--- src/rtl/panel_input_conditioner.sv ---
// Alarm-clock panel front end: sync, debounce, auto-repeat, pending counts.
// Define PANEL_AUTOREPEAT_EN to enable hold-to-repeat button events.
module panel_input_conditioner #(
  parameter int N_SW            = 4,
  parameter int N_BTN           = 2,
  parameter int DEBOUNCE_CYCLES = 1000000,
  parameter int REPEAT_DELAY    = 25000000,
  parameter int REPEAT_PERIOD   = 5000000,
  parameter int BTN_ACTIVE_LOW  = 1
) (
  input  logic             clk,
  input  logic             reset,
  input  logic [N_SW-1:0]  sw_raw,
  input  logic [N_BTN-1:0] btn_raw,
  input  logic [N_BTN-1:0] btn_ack,
  output logic [N_SW-1:0]  sw_level,
  output logic [N_BTN-1:0] btn_level,
  output logic [1:0]       btn_pending0,
  output logic [1:0]       btn_pending1
);

  localparam int NI = N_SW + N_BTN;
  localparam int CW = $clog2(DEBOUNCE_CYCLES + 1);
  localparam logic [N_BTN-1:0] BPOL =
    {N_BTN{BTN_ACTIVE_LOW != 0}};
  localparam logic [NI-1:0] IDLE_RAW =
    {BPOL, {N_SW{1'b0}}};

  logic [NI-1:0] s1;
  logic [NI-1:0] s2;
  logic [NI-1:0] norm;
  logic [NI-1:0] lvl;
  logic [CW-1:0] cnt [NI];

  // XOR with the idle raw level maps every input to 1 = active
  assign norm = s2 ^ IDLE_RAW;

  always_ff @(posedge clk) begin
    if (reset) begin
      s1  <= IDLE_RAW;
      s2  <= IDLE_RAW;
      lvl <= '0;
      for (int i = 0; i < NI; i++)
        cnt[i] <= '0;
    end else begin
      s1 <= {btn_raw, sw_raw};
      s2 <= s1;
      for (int i = 0; i < NI; i++) begin
        if (norm[i] == lvl[i]) begin
          cnt[i] <= '0;
        end else if (cnt[i] ==
                     CW'(DEBOUNCE_CYCLES - 1)) begin
          lvl[i] <= ~lvl[i];
          cnt[i] <= '0;
        end else begin
          cnt[i] <= cnt[i] + 1'b1;
        end
      end
    end
  end

  assign sw_level  = lvl[N_SW-1:0];
  assign btn_level = lvl[NI-1:N_SW];

  logic [2*N_BTN-1:0] pend_all;

  for (genvar b = 0; b < N_BTN; b++) begin : g_btn
    logic       pressed;
    logic       ev;
    logic       ack_q;
    logic       ack_rise;
    logic [1:0] pend;

    assign pressed  = lvl[N_SW+b];
    assign ack_rise = btn_ack[b] & ~ack_q;

`ifdef PANEL_AUTOREPEAT_EN
    localparam int TMAX =
      (REPEAT_DELAY > REPEAT_PERIOD) ?
      REPEAT_DELAY : REPEAT_PERIOD;
    localparam int TW = $clog2(TMAX + 1);

    typedef enum logic [1:0] {
      IDLE, HOLD, REPEAT
    } st_t;

    st_t           st;
    logic [TW-1:0] tmr;

    always_ff @(posedge clk) begin
      if (reset) begin
        st  <= IDLE;
        tmr <= '0;
        ev  <= 1'b0;
      end else begin
        ev <= 1'b0;
        unique case (st)
          IDLE: if (pressed) begin
            ev  <= 1'b1;
            tmr <= TW'(REPEAT_DELAY - 1);
            st  <= HOLD;
          end
          HOLD, REPEAT: begin
            if (!pressed) begin
              st <= IDLE;
            end else if (tmr == '0) begin
              ev  <= 1'b1;
              tmr <= TW'(REPEAT_PERIOD - 1);
              st  <= REPEAT;
            end else begin
              tmr <= tmr - 1'b1;
            end
          end
          default: st <= IDLE;
        endcase
      end
    end
`else
    typedef enum logic {
      IDLE, HOLD
    } st_t;

    st_t st;

    always_ff @(posedge clk) begin
      if (reset) begin
        st <= IDLE;
        ev <= 1'b0;
      end else begin
        ev <= 1'b0;
        unique case (st)
          IDLE: if (pressed) begin
            ev <= 1'b1;
            st <= HOLD;
          end
          HOLD: if (!pressed) st <= IDLE;
          default: st <= IDLE;
        endcase
      end
    end
`endif

    // simultaneous event and ack cancel out
    always_ff @(posedge clk) begin
      if (reset) begin
        ack_q <= 1'b0;
        pend  <= 2'd0;
      end else begin
        ack_q <= btn_ack[b];
        unique case (1'b1)
          ev & ~ack_rise:
            if (pend != 2'd3) pend <= pend + 2'd1;
          ack_rise & ~ev:
            if (pend != 2'd0) pend <= pend - 2'd1;
          default: ;
        endcase
      end
    end

    assign pend_all[2*b +: 2] = pend;
  end

  assign btn_pending0 = pend_all[1:0];
  assign btn_pending1 = pend_all[3:2];

endmodule

--- config.mk ---
export PLATFORM = sky130hd
export DESIGN_NAME = panel_input_conditioner
export DESIGN_NICKNAME = d
export VERILOG_FILES = /design/src/rtl/panel_input_conditioner.sv
export SDC_FILE = /design/constraint.sdc
export NUM_CORES = 1
export LEC_CHECK = 0
export ABC_AREA = 1
export CORE_UTILIZATION = 55
export DETAILED_ROUTE_END_ITERATION = 12
export PLACE_DENSITY = 0.74
export SYNTH_ARGS = -nofsm -noshare
export SYNTH_HDL_FRONTEND = slang
export SYNTH_SLANG_ARGS = --single-unit
--- constraint.sdc ---
create_clock -name clk -period 4.1 [get_ports clk]
set_clock_uncertainty 0.05 [all_clocks]
set_input_delay 0.615 -clock clk [delete_from_list [all_inputs] [get_ports clk]]
set_output_delay 0.615 -clock clk [all_outputs]
set_load 0.01 [all_outputs]
==> run summary, run 1 <==
setup bufs post-CTS -> 0
drt first pass iters -> 5
GRT Resource Usage Total -> 22.4%
Leak -> 3.86 nW
post-route setup slack -> 1760 ps
Die ar. -> 15900 µm²
Ys Warns -> 0
Hold Path Origin -> g_btn[0].st
Iteration-0 DRC Markers -> 445
crit-path cells -> ha_1, nand3_1, inv_1, nand2_1, nor2_1, nand2_1, nand2_1, nor2_1
Rel. slew slack -> 52.7%
final worst path period need -> 2340 ps
Max Root-Sink Buffers -> 2
Vias -> 6935
maximum VDD drop -> 0.285 mV
Initial Util -> 57.4%
Post-synth top flop -> edfxtp_1
DRT antenna net count -> 0
CTS tree -> done
synth-to-layout area growth -> 16.7%
global route overflow -> 0
Post-Route WL -> 16.4 mm
Final period util -> 57.1%
Synth Instances -> 1096
Crit path arrival time -> 2440 ps
Worst Setup SP -> cnt[1][0]
fmax -> 427 MHz
CTS root buf -> clkbuf_16
number of core rows -> 44
max cap viols -> 0
final hold violations -> 0
Worst-Margin Slew -> 708 ps
RR Startpoint -> cnt[1][0]
CTS buffer count -> 17
CTS clk-pin slew, worst paths -> 60 ps
Die W -> 126 µm
WP buf/inv -> 1
core area -> 14800 µm²
CTS sink cnt -> 148
Nets -> 1261
DP HPWL -> 11.8 mm
crit start category -> flop
Worst-Skew Late Latency -> 420 ps
Placed Area -> 9260 µm²
sequential share of the synthesized area -> 49.2%
Avg WL per Cell -> 11.4 µm
largest net degree at the start of global routing -> 21
setup violators final -> 0
R2R setup slack -> 1760 ps
Netlist cell types -> 28
fin. max-slew vios -> 0
Async SR Flop Fraction -> 0%
dpl ws -> 1420 ps
global-route wire length before repair -> 28.6 mm
Pwr Density -> 357 nW/µm²
CTS resizes -> 0
IO Pins -> 20
slowest stage cell, crit path -> nand2_1
Die Y -> 126 µm
Top delay family on crit path -> simple AND/OR/NAND/NOR gates
area of the multi-input gates -> 4210 µm²
#FFs+latches synth -> 148
Setup CP Type -> reg2reg
# DRC -> 0
share of layout cells above drive strength 1 -> 5.18%
Min-Delay Path Class -> reg2reg
ant diodes -> 0
Worst Path Required -> 4200 ps
Synth Area per Inst -> 7.73 µm²
vias in the first global route -> 6467
Hold WS -> 337 ps
number of fill cells in the layout -> 1272
RSZ-0062 raised after global routing -> no
worst-path fanout max -> 20
CP peak stage delay -> 540 ps
FF/Latch Area -> 4160 µm²
fin area -> 9880 µm²
Max H-tree Level -> 4
type of element capturing the critical path -> flop
Post-synth EDFFs -> 120
RePlAce Congestion -> 0.855
Vias/cell -> 4.82
antenna violations before repair -> 0
outcome -> complete, no violations
Crit path top cell by count -> nand2_1
setup_tns -> 0 ps
PortBufs -> 19
hold bufs inserted after CTS -> 0
Cell Area, Synth -> 8470 µm²
## cell usage after synthesis (all sizes together) (7+ instances only)
library cell / count / area [µm²]
edfxtp: 120 / 3600
or2: 14 / 87.6
a21oi: 53 / 269
nand4: 23 / 144
nor3: 7 / 35.0
dfxtp: 28 / 561
xnor2: 26 / 228
buf: 13 / 83.8
nor2: 281 / 1090
nand3: 67 / 345
inv: 122 / 458
o21ai: 20 / 111
nand2: 277 / 1040
xor2: 29 / 254
ha: 10 / 125
## layout by cell type, fill, tap and decap left out, drive strengths merged
master / count
xnor2: 26
nand4: 23
xor2: 29
clkdlybuf4s50: 19
buf: 2
conb: 120
clkbuf: 26
nand2: 277
a21oi: 53
ha: 10
clkinvlp: 1
nor3: 7
inv: 123
nand3b: 3
o21bai: 1
edfxtp: 120
clkinv: 3
bufinv: 1
o21ai: 20
or2: 14
nor2: 281
nand3: 67
dfxtp: 28
## stage by stage
stage / power (mW) / util [%] / std cells
3_3_place_gp: 1.96 / 62.8 / 1406
5_1_grt: 3.65 / 67.0 / 1438
4_1_cts: 3.55 / 67.0 / 1438
2_1_floorplan: 1.90 / - / 1215
3_5_place_dp: 1.96 / 62.8 / 1406
6_report: 3.53 / 67.0 / 1438
## sequential cells by signal, indices dropped and copies added (netlist names)
signal and cells:
btn_pending1 2, s1 6, g_btn.ack_q 2, btn_pending0 2, g_btn.st 2, cnt 120
s2 6, lvl 6, g_btn.ev 2
## cells by family after synthesis
group                      count (synthesis)  share of synthesized area (%)
xor gates and xnor gates                  55                           5.69
other                                      1                         0.0443
DFF                                      148                           49.2
buffers and inverters                    136                           6.44
and+or+nand+nor                          672                           32.6
AOI/OAI and AO/OA                         74                           4.58
adders and majority gates                 10                           1.48
## layer usage
layer	vias to the layer above	part of all wire [%]	track usage, %
li1	3687	-	-
met2	104	47	37.2
met1	3128	49	29.5
met3	16	3.4	4.84
met5	-	0	0
met4	0	1.1	6.59
## path summary, 6_finish.rpt
path         depth (start not counted)          end
max reg2reg                          8   cnt[1][15]
min                                  1  g_btn[0].ev
max                                  8   cnt[1][15]
min reg2reg                          1  g_btn[0].ev
## report_power, final
part / switching (mW) / leakage [nW] / internal, mW
clock: 0.590 / 0.309 / 1.00
sequential: 0.0675 / 1.47 / 1.69
combinational: 0.111 / 2.08 / 0.0696
## layout make-up
cell class / instances / share of cell area [%]
clock buffers: 26 / 5.68
clock inverters: 6 / 0.595
inverters: 122 / 4.63
multi-input cells: 931 / 42.6
flip-flops and latches: 148 / 42.1
well taps: 184 / 2.33
repair buffers: 21 / 2.08
## worst register-to-register path: stages, from the launching register on
cell	delay (ps)
edfxtp_1	440
ha_1	270
nand3_1	170
inv_1	110
nand2_1	50
nor2_1	220
nand2_1	80
nand2_1	540
nor2_1	120
(Power assumes the default switching activity.)
==> run 2: changes to the inputs <==
==> constraint.sdc (replaced) <==
create_clock -name clk -period 2.2 [get_ports clk]
set_clock_uncertainty 0.05 [all_clocks]
set_input_delay 0.33 -clock clk [delete_from_list [all_inputs] [get_ports clk]]
set_output_delay 0.33 -clock clk [all_outputs]
set_load 0.01 [all_outputs]
==> run summary, run 2 (synthesized netlist as in run 1, its figures left out) <==
antenna violations before repair -> 0 (unchanged)
hold bufs inserted after CTS -> 0 (unchanged)
Setup CP Type -> reg2reg
Die W -> 126 µm (unchanged)
vias in the first global route -> 6421 (-0.71%)
Vias/cell -> 4.79 (-0.71%)
switching power -> 1.40 mW (+82%)
fin area -> 9900 µm² (+0.19%)
type of element capturing the critical path -> flop
Reg power frac -> 51.5% (+1.8 points)
# DRC -> 0 (unchanged)
Die Y -> 126 µm (unchanged)
Pwr Density -> 641 nW/µm² (+80%)
number of fill cells in the layout -> 1274 (+0.16%)
maximum VDD drop -> 0.484 mV (+70%)
core area -> 14800 µm² (unchanged)
outcome -> complete, no violations
Nets -> 1270 (+0.71%)
fmax -> 510 MHz (+19%)
final hold violations -> 0 (unchanged)
synth-to-layout area growth -> 16.9%
Initial Util -> 57.4% (unchanged)
Worst Reg-to-Reg Cells -> 7 (-1)
CTS resizes -> 0 (unchanged)
setup violators final -> 0 (unchanged)
max cap viols -> 0 (unchanged)
CTS tree -> done
number of core rows -> 44 (unchanged)
combinational share of power -> 5.4% (+0.3 points)
Switching Fraction -> 22.0% (+0.24 points)
Min-Delay Path Class -> reg2reg
Avg WL per Cell -> 10.9 µm (-4.7%)
Crit path arrival time -> 2080 ps (-360 ps)
commonest non-fill, non-tap cell in the layout -> nand2_1
Max Root-Sink Buffers -> 2 (unchanged)
Worst-Skew Late Latency -> 420 ps (about the same)
Die ar. -> 15900 µm² (unchanged)
Clk pwr share -> 43.1% (-2.1 points)
DRT antenna net count -> 0 (unchanged)
drt first pass iters -> 6 (+1)
CTS sink cnt -> 148 (unchanged)
# placed instances -> 1415 (+0.64%)
worst-path fanout max -> 20 (unchanged)
Final period util -> 89.1% (+32 points)
non-filler cells, final -> 1447 (+0.63%)
most flop-heavy register -> cnt
dpl ws -> 273 ps (-1140 ps)
DP HPWL -> 11.6 mm (-1.6%)
Pwr Total -> 6.34 mW (+80%)
Leak -> 3.87 nW (+0.36%)
slowest stage cell, crit path -> edfxtp_1
crit-path cells -> ha_1, nand3_1, nor2_1, nand3_1, o21ai_1, buf_4, nor2_1
Iteration-0 DRC Markers -> 453 (+1.8%)
Pint -> 4.95 mW (+79%)
ant diodes -> 0 (unchanged)
global route overflow -> 0 (unchanged)
CTS clk-pin slew, worst paths -> 60 ps (about the same)
CTS root buf -> clkbuf_16
crit start category -> flop
GRT Resource Usage Total -> 21.1% (-1.3 points)
Hold Path Cell Cnt -> 1 (unchanged)
IO Pins -> 20 (unchanged)
Vias -> 6929 (-0.087%)
global-route wire length before repair -> 27.1 mm (-5.2%)
Top delay family on crit path -> simple AND/OR/NAND/NOR gates
WP buf/inv -> 1 (unchanged)
largest net degree at the start of global routing -> 21 (unchanged)
setup_tns -> 0 ps (unchanged)
most frequent cells in the layout -> 277 x nand2_1, 268 x nor2_1, 121 x inv_1, 120 x edfxtp_1, 120 x conb_1
Max H-tree Level -> 4 (unchanged)
final worst path period need -> 1960 ps (-381 ps)
number of flip-flops in the largest register -> 120 (unchanged)
RSZ-0062 raised after global routing -> no
share of layout cells above drive strength 1 -> 5.38% (+0.20 points)
area of the multi-input gates -> 4210 µm² (unchanged)
setup bufs post-CTS -> 0 (unchanged)
CTS buffer count -> 17 (unchanged)
CP peak stage delay -> 410 ps (-130 ps)
fin. max-slew vios -> 0 (unchanged)
PortBufs -> 19 (unchanged)
post-route setup slack -> 240 ps (-1520 ps)
Worst Path Required -> 2320 ps (-1880 ps)
Post-Route WL -> 15.7 mm (-4.1%)
FF/Latch Area -> 4160 µm² (unchanged)
RePlAce Congestion -> 0.864 (+0.97%)
Placed Area -> 9340 µm² (+0.86%)
Crit path depth -> 7 (-1)
[run 2: worst register-to-register path: stages, from the launching register on]
cell,delay (ps)
edfxtp_1,410
ha_1,290
nand3_1,210
nor2_1,140
nand3_1,130
o21ai_1,140
buf_4,260
nor2_1,80
[run 2: layout make-up]
cell class | count | share of cell area, %
tap | 184 | 2.32
timing repair buffer | 30 | 2.88
multi-input combinational | 931 | 42.5
clock buffer | 29 | 5.48
sequential | 148 | 42.0
inverter | 122 | 4.62
clock inverter | 3 | 0.164
[run 2: path summary, 6_finish.rpt]
path	start	endpoint	slack (ps)
hold reg to reg	g_btn[1].st	g_btn[1].ev	340
hold / removal	g_btn[1].st	g_btn[1].ev	340
setup / recovery	cnt[2][0]	cnt[2][11]	240
setup reg to reg	cnt[2][0]	cnt[2][11]	240
[run 2: power by group through the flow]
stage	combinational [mW]	sequential (mW)	clock, mW
6_report	0.344	3.27	2.73
5_1_grt	0.400	3.28	2.89
4_1_cts	0.341	3.26	2.78
3_5_place_dp	0.337	3.32	0
3_3_place_gp	0.332	3.32	0
2_1_floorplan	0.258	3.29	0
[run 2: metal layers]
metal	GRT usage [%]	vias to the layer above	wire, µm
met3	4.16	23	485
li1	-	3708	-
met1	26.9	3092	7770
met4	8.93	0	303
met2	35.1	106	7150
met5	0	-	0
[run 2: metrics by stage]
stage | hold slack, ps | util [%]
finish | 337 | 67.1
global route | 343 | 67.1
CTS | 341 | 67.1
detailed placement | 333 | 63.3
global placement | 325 | 63.3
floorplan | 323 | -
==> edit 1, RTL diff (settings of run 2) <==
Set the parameter `N_SW` to 16 (it was 4).
--- a/src/rtl/panel_input_conditioner.sv
+++ b/src/rtl/panel_input_conditioner.sv
@@ -3,3 +3,3 @@
 module panel_input_conditioner #(
-  parameter int N_SW            = 4,
+  parameter int N_SW            = 16,
   parameter int N_BTN           = 2,
Interface: changed (resized sw_level and sw_raw); port bits go from 20 to 44. No check against the original RTL was run, so the function may have changed too.
==> edit 1 against run 2 <==
Wire length rose to 3.0 times the old value; critical path type is now reg2out; count of clock-buffer cells in the layout grew 36; design area increased to 2.9 times the old value; area after synthesis grew to 2.9 times the old value; sequential cell count rose by 276; critical path depth is 6 lower; worst hold slack got worse by 0.26 ns; total power rose to 2.9 times the old value; sequential share of layout area is 0.23 points higher; core utilization down 2.3 points; combinational power rose to 2.6 times the old value; largest power group unchanged; setup slack got worse by 0.0083 ns; via count grew to 2.9 times the old value.
==> edit 1: results (changes against run 2) <==
- CTS buffer count: 48 (+31)
- YS warnings: 0 (unchanged)
- Latest clock arrival within the worst-skew pair: 0.59 ns (+0.17 ns)
- Largest net degree at the start of global routing: 44 (+110%)
- 1st-iter DRT viols: 1365 (+200%)
- Vias in the first global route: 19160 (+200%)
- Max Buffers Root-to-Sink: 3 (+1)
- Post-synth top cells: 797 x nand2_1, 771 x nor2_1, 360 x edfxtp_1, 326 x inv_1, 188 x nand3_1
- Number of synthesized flops with an enable pin: 360 (+200%)
- Family with the most delay on the worst path: buffers and inverters
- Arrival @ worst endpoint: 1.59 ns (-0.49 ns)
- Antenna Diode Count: 0 (unchanged)
- Via/cell ratio: 4.871 (+1.7%)
- Iteration count of the initial detailed-routing pass: 6 (unchanged)
- Root Buffer: clkbuf_16
- Pin slew with the least headroom to its limit: 0.5940 ns
- Final #Nets: 3608 (+180%)
- WL/cell: 11.32 um (+4.3%)
- Synth unique cells: 36 (+29%)
- Sequential area share after synthesis: 0.4927 (+0.001006)
- Number of H-tree levels: 2 (-2)
- CTS clk-pin slew, worst paths: 0.06 ns (about the same)
- FFs w/ async S/R, synth: 0 (unchanged)
- Status: completed
- Int Pwr: 0.01430 W (+190%)
- Max VDD drop: 0.5006 mV (+3.4%)
- Port bufs: 43 (+24)
- Worst-path fanout max: 4 (-80%)
- Fill count: 3907 (+210%)
- Synth area leaders: edfxtp_1 44%, nand2_1 12%, nor2_1 12%
- First-pass GRT wire length: 81690 um (+200%)
- GRT Resource Usage Total: 0.2138 (+0.002637)
- Hold Path Class: in2reg
- Slowest-stage cell, CP: clkdlybuf4s50_1
- Leak Pwr: 10.97 nW (+180%)
- Max reg flops: 360 (+200%)
- Max-cap check violation count: 0 (unchanged)
- Largest reg by FF count: cnt
- Ratio of cells with drive above 1 in the final layout: 0.05549 (+0.001654)
- Post_cts resized: 0 (unchanged)
- Main synth FF type: edfxtp_1
- Max stage delay on crit path: 0.61 ns (+0.20 ns)
- Antenna violations before repair: 0 (unchanged)
- Post-DP HPWL: 34740 um (+200%)
- RD Place Congestion: 0.9065 (+5.0%)
[edit 1: changes by cell type after synthesis, sizes merged, moves of 108 or more]
cell,before,now
nand2,277,807
nor2,281,795
edfxtp,120,360
inv,122,329
nand3,67,207
a21oi,53,161
[edit 1: timing repair]
item,4_1_cts,5_1_grt
endpoints found under the setup margin,0,13
setup buffers,0,2
hold buffers,0,0
[edit 1: cell families (layout without fill, tap and decap cells)]
kind of cell	Yosys count	after routing	synth area share
other cells	1	360	0.0001528
simple gates	1946	1946	0.3311
buf+inv	365	481	0.06092
xor+xnor	158	158	0.05638
flops	424	424	0.4927
fa+ha+maj	22	22	0.01122
compound gates	213	213	0.04756
[edit 1: cell type report]
type	count	area, um2	share of cell area
multi-input combinational	2699	12300	0.4302
timing repair buffer	62	605.6	0.02117
sequential	424	12090	0.4228
clock buffer	65	1358	0.04747
tap	592	740.7	0.02590
clock inverter	25	265.3	0.009275
inverter	329	1235	0.04318
[edit 1: final timing paths]
path | from | end | slack, ns | cells past startpoint
worst min register to register | g_btn[1].st | g_btn[1].ev | 0.34 | 1
worst min-delay path | reset | lvl[15] | 0.07 | 4
worst max register to register | cnt[4][0] | cnt[4][14] | 0.26 | 9
worst max-delay path | lvl[2] | sw_level[2] | 0.23 | 1
[edit 1: power by group through the flow]
stage          Combinational, W  Clock, W  Sequential, W
2_1_floorplan          0.000688         0        0.00946
3_3_place_gp           0.000843         0        0.00955
3_5_place_dp           0.000864         0        0.00957
4_1_cts                0.000873   0.00839        0.00940
5_1_grt                 0.00104   0.00864        0.00945
6_report               0.000892   0.00817        0.00940
[edit 1: metrics by stage]
step	cell area, um2	std cells	setup WS [ns]	hold slack [ns]	power (W)
final	28600	4196	0.2315	0.07493	0.01847
after global routing	28600	4196	0.08581	0.06245	0.01914
after CTS	28580	4194	0.1959	0.03091	0.01867
after detailed placement	26960	4104	0.2278	0.3339	0.01043
after global placement	26960	4104	0.2927	0.3315	0.01039
after floorplan	25890	3488	0.4925	0.3232	0.01015
[edit 1: metal layers]
metal | up-vias | wire, um | GRT usage
met2 | 413 | 22380 | 0.3672
met5 | - | 0 | 0
li1 | 10620 | - | -
met1 | 9307 | 21780 | 0.2743
met3 | 103 | 2068 | 0.02883
met4 | 0 | 1291 | 0.08005
[edit 1: tightest hold or removal path: stages]
cell,delay [ns]
buf_2,0.09
inv_2,0.11
nand2_1,0.10
nor2_1,0.03
==> edit 2, RTL diff (flow settings as in run 2) <==
Made on the original files. Put a register stage on the outputs `sw_level` and `btn_level`. The values now appear one clock later. The other outputs are not delayed to match.
--- a/src/rtl/panel_input_conditioner.sv
+++ b/src/rtl/panel_input_conditioner.sv
@@ -61,4 +61,6 @@
 
-  assign sw_level  = lvl[N_SW-1:0];
-  assign btn_level = lvl[NI-1:N_SW];
+  always_ff @(posedge clk) begin
+    sw_level  <= lvl[N_SW-1:0];
+    btn_level <= lvl[NI-1:N_SW];
+  end
 
Function: same outputs for any inputs over 10 cycles, from zero or initial values and one cycle with reset high; that may be too few to reach the edited logic, so the function may still have changed.
==> edit 2 against run 2 <==
Maximum frequency hardly changed; via count decreased by 0.25%; setup slack gained 0.0011 ns; global-route usage barely moved; design area rose by 1.8%; total power increased by 3.1%; wire length increased by 0.80%; area after synthesis grew 2.5%; sequential share of layout area rose by 0.44 points; sequential cell count up 6; clock power rose by 3%.
==> edit 2: results (changes against run 2) <==
- GRT Resource Usage Total: 0.2114 (+0.0002806)
- Synth unique cells: 35 (+25%)
- Pre-CTS WS: 0.1567 ns (-0.1166 ns)
- Vias in the first global route: 6358 (-0.98%)
- Via/cell ratio: 4.721 (-1.4%)
- Status: completed
- Met2 Use GR: 0.3455 (-0.005443)
- Synth area leaders: edfxtp_1 42%, nand2_1 12%, nor2_1 11%
- FFs w/ async S/R, synth: 0 (unchanged)
- Ratio of cells with drive above 1 in the final layout: 0.07023 (+0.01639)
- Post-synthesis adder-cell area fraction: 0.01442 (-0.0003536)
- Largest net degree at the start of global routing: 21 (unchanged)
- Sequential area share after synthesis: 0.4937 (+0.002074)
- Max VDD drop: 0.5141 mV (+6.2%)
- Iteration count of the initial detailed-routing pass: 8 (+2)
- Met1 Use GR: 0.2732 (+0.003963)
- First-pass GRT wire length: 27380 um (+0.99%)
- Post-synth top cells: 273 x nand2_1, 250 x nor2_1, 120 x edfxtp_1, 114 x inv_1, 63 x nand3_1
- Synth Area in XOR/XNOR: 0.05249 (-0.004390)
- Met3 Use GR: 0.05067 (+0.009039)
- 1st-iter DRT viols: 425 (-6.2%)
- Leak Pwr: 3.894 nW (+0.57%)
- Final #Nets: 1260 (-0.79%)
- Post-DP HPWL: 11650 um (+0.57%)
- Wirelength, routed: 15830 um (+0.80%)
- RD Place Congestion: 0.8753 (+1.4%)
- YS warnings: 0 (unchanged)
- Complex-gate fraction of the synthesized area: 0.04427 (-0.001529)
- Number of H-tree levels: 4 (unchanged)
-- edit 2: kinds of logic (layout without fill, tap and decap cells) --
kind of cell / count (synthesis) / after routing
and+or+nand+nor: 667 / 667
DFF: 154 / 154
buffers and inverters: 131 / 174
AOI/OAI and AO/OA: 76 / 76
xor gates and xnor gates: 52 / 52
adders and majority gates: 10 / 10
other: 1 / 120
-- edit 2: worst paths after layout --
check / from / to / slack [ns] / cells after the start
setup / recovery: cnt[1][0] / cnt[1][16] / 0.24 / 8
hold / removal: lvl[4] / btn_level[0] / 0.30 / 0
setup reg to reg: cnt[1][0] / cnt[1][16] / 0.24 / 8
hold reg to reg: lvl[4] / btn_level[0] / 0.30 / 0
-- edit 2: cell type report --
type                    count  area (um2)  share of cell area
repair buffers             25       235.2             0.02333
clock inverters             8       51.30            0.005087
clock buffers              24       524.3             0.05199
flip-flops and latches    154        4284              0.4249
inverters                 117       439.2             0.04355
well taps                 211       264.0             0.02618
multi-input cells         925        4285              0.4250
-- edit 2: metal layers --
layer | vias to the layer above | routed length, um
met4 | 0 | 227
met3 | 23 | 490
met2 | 98 | 7388
met1 | 3108 | 7727
li1 | 3683 | -
met5 | - | 0
-- edit 2: critical path, delay by kind of cell (launching register included) --
kind | cells | cell delay [ns]
flops | 1 | 0.41
fa+ha+maj | 1 | 0.26
buf+inv | 1 | 0.08
simple gates | 6 | 0.88
-- edit 2: power by group through the flow --
stage / Clock, W / Sequential, W / Combinational (W)
after detailed placement: 0 / 0.00343 / 0.000335
after global placement: 0 / 0.00343 / 0.000328
final: 0.00282 / 0.00337 / 0.000342
after floorplan: 0 / 0.00340 / 0.000261
after CTS: 0.00289 / 0.00337 / 0.000338
after global routing: 0.00300 / 0.00339 / 0.000398
-- edit 2: stage by stage --
| stage | hold WS [ns] | area (um2) | cells |
|---|---|---|---|
| 2_1_floorplan | 0.2808 | 9124 | 1210 |
| 3_3_place_gp | 0.2865 | 9508 | 1432 |
| 3_5_place_dp | 0.2920 | 9508 | 1432 |
| 4_1_cts | 0.3022 | 10080 | 1464 |
| 5_1_grt | 0.3190 | 10080 | 1464 |
| 6_report | 0.3021 | 10080 | 1464 |
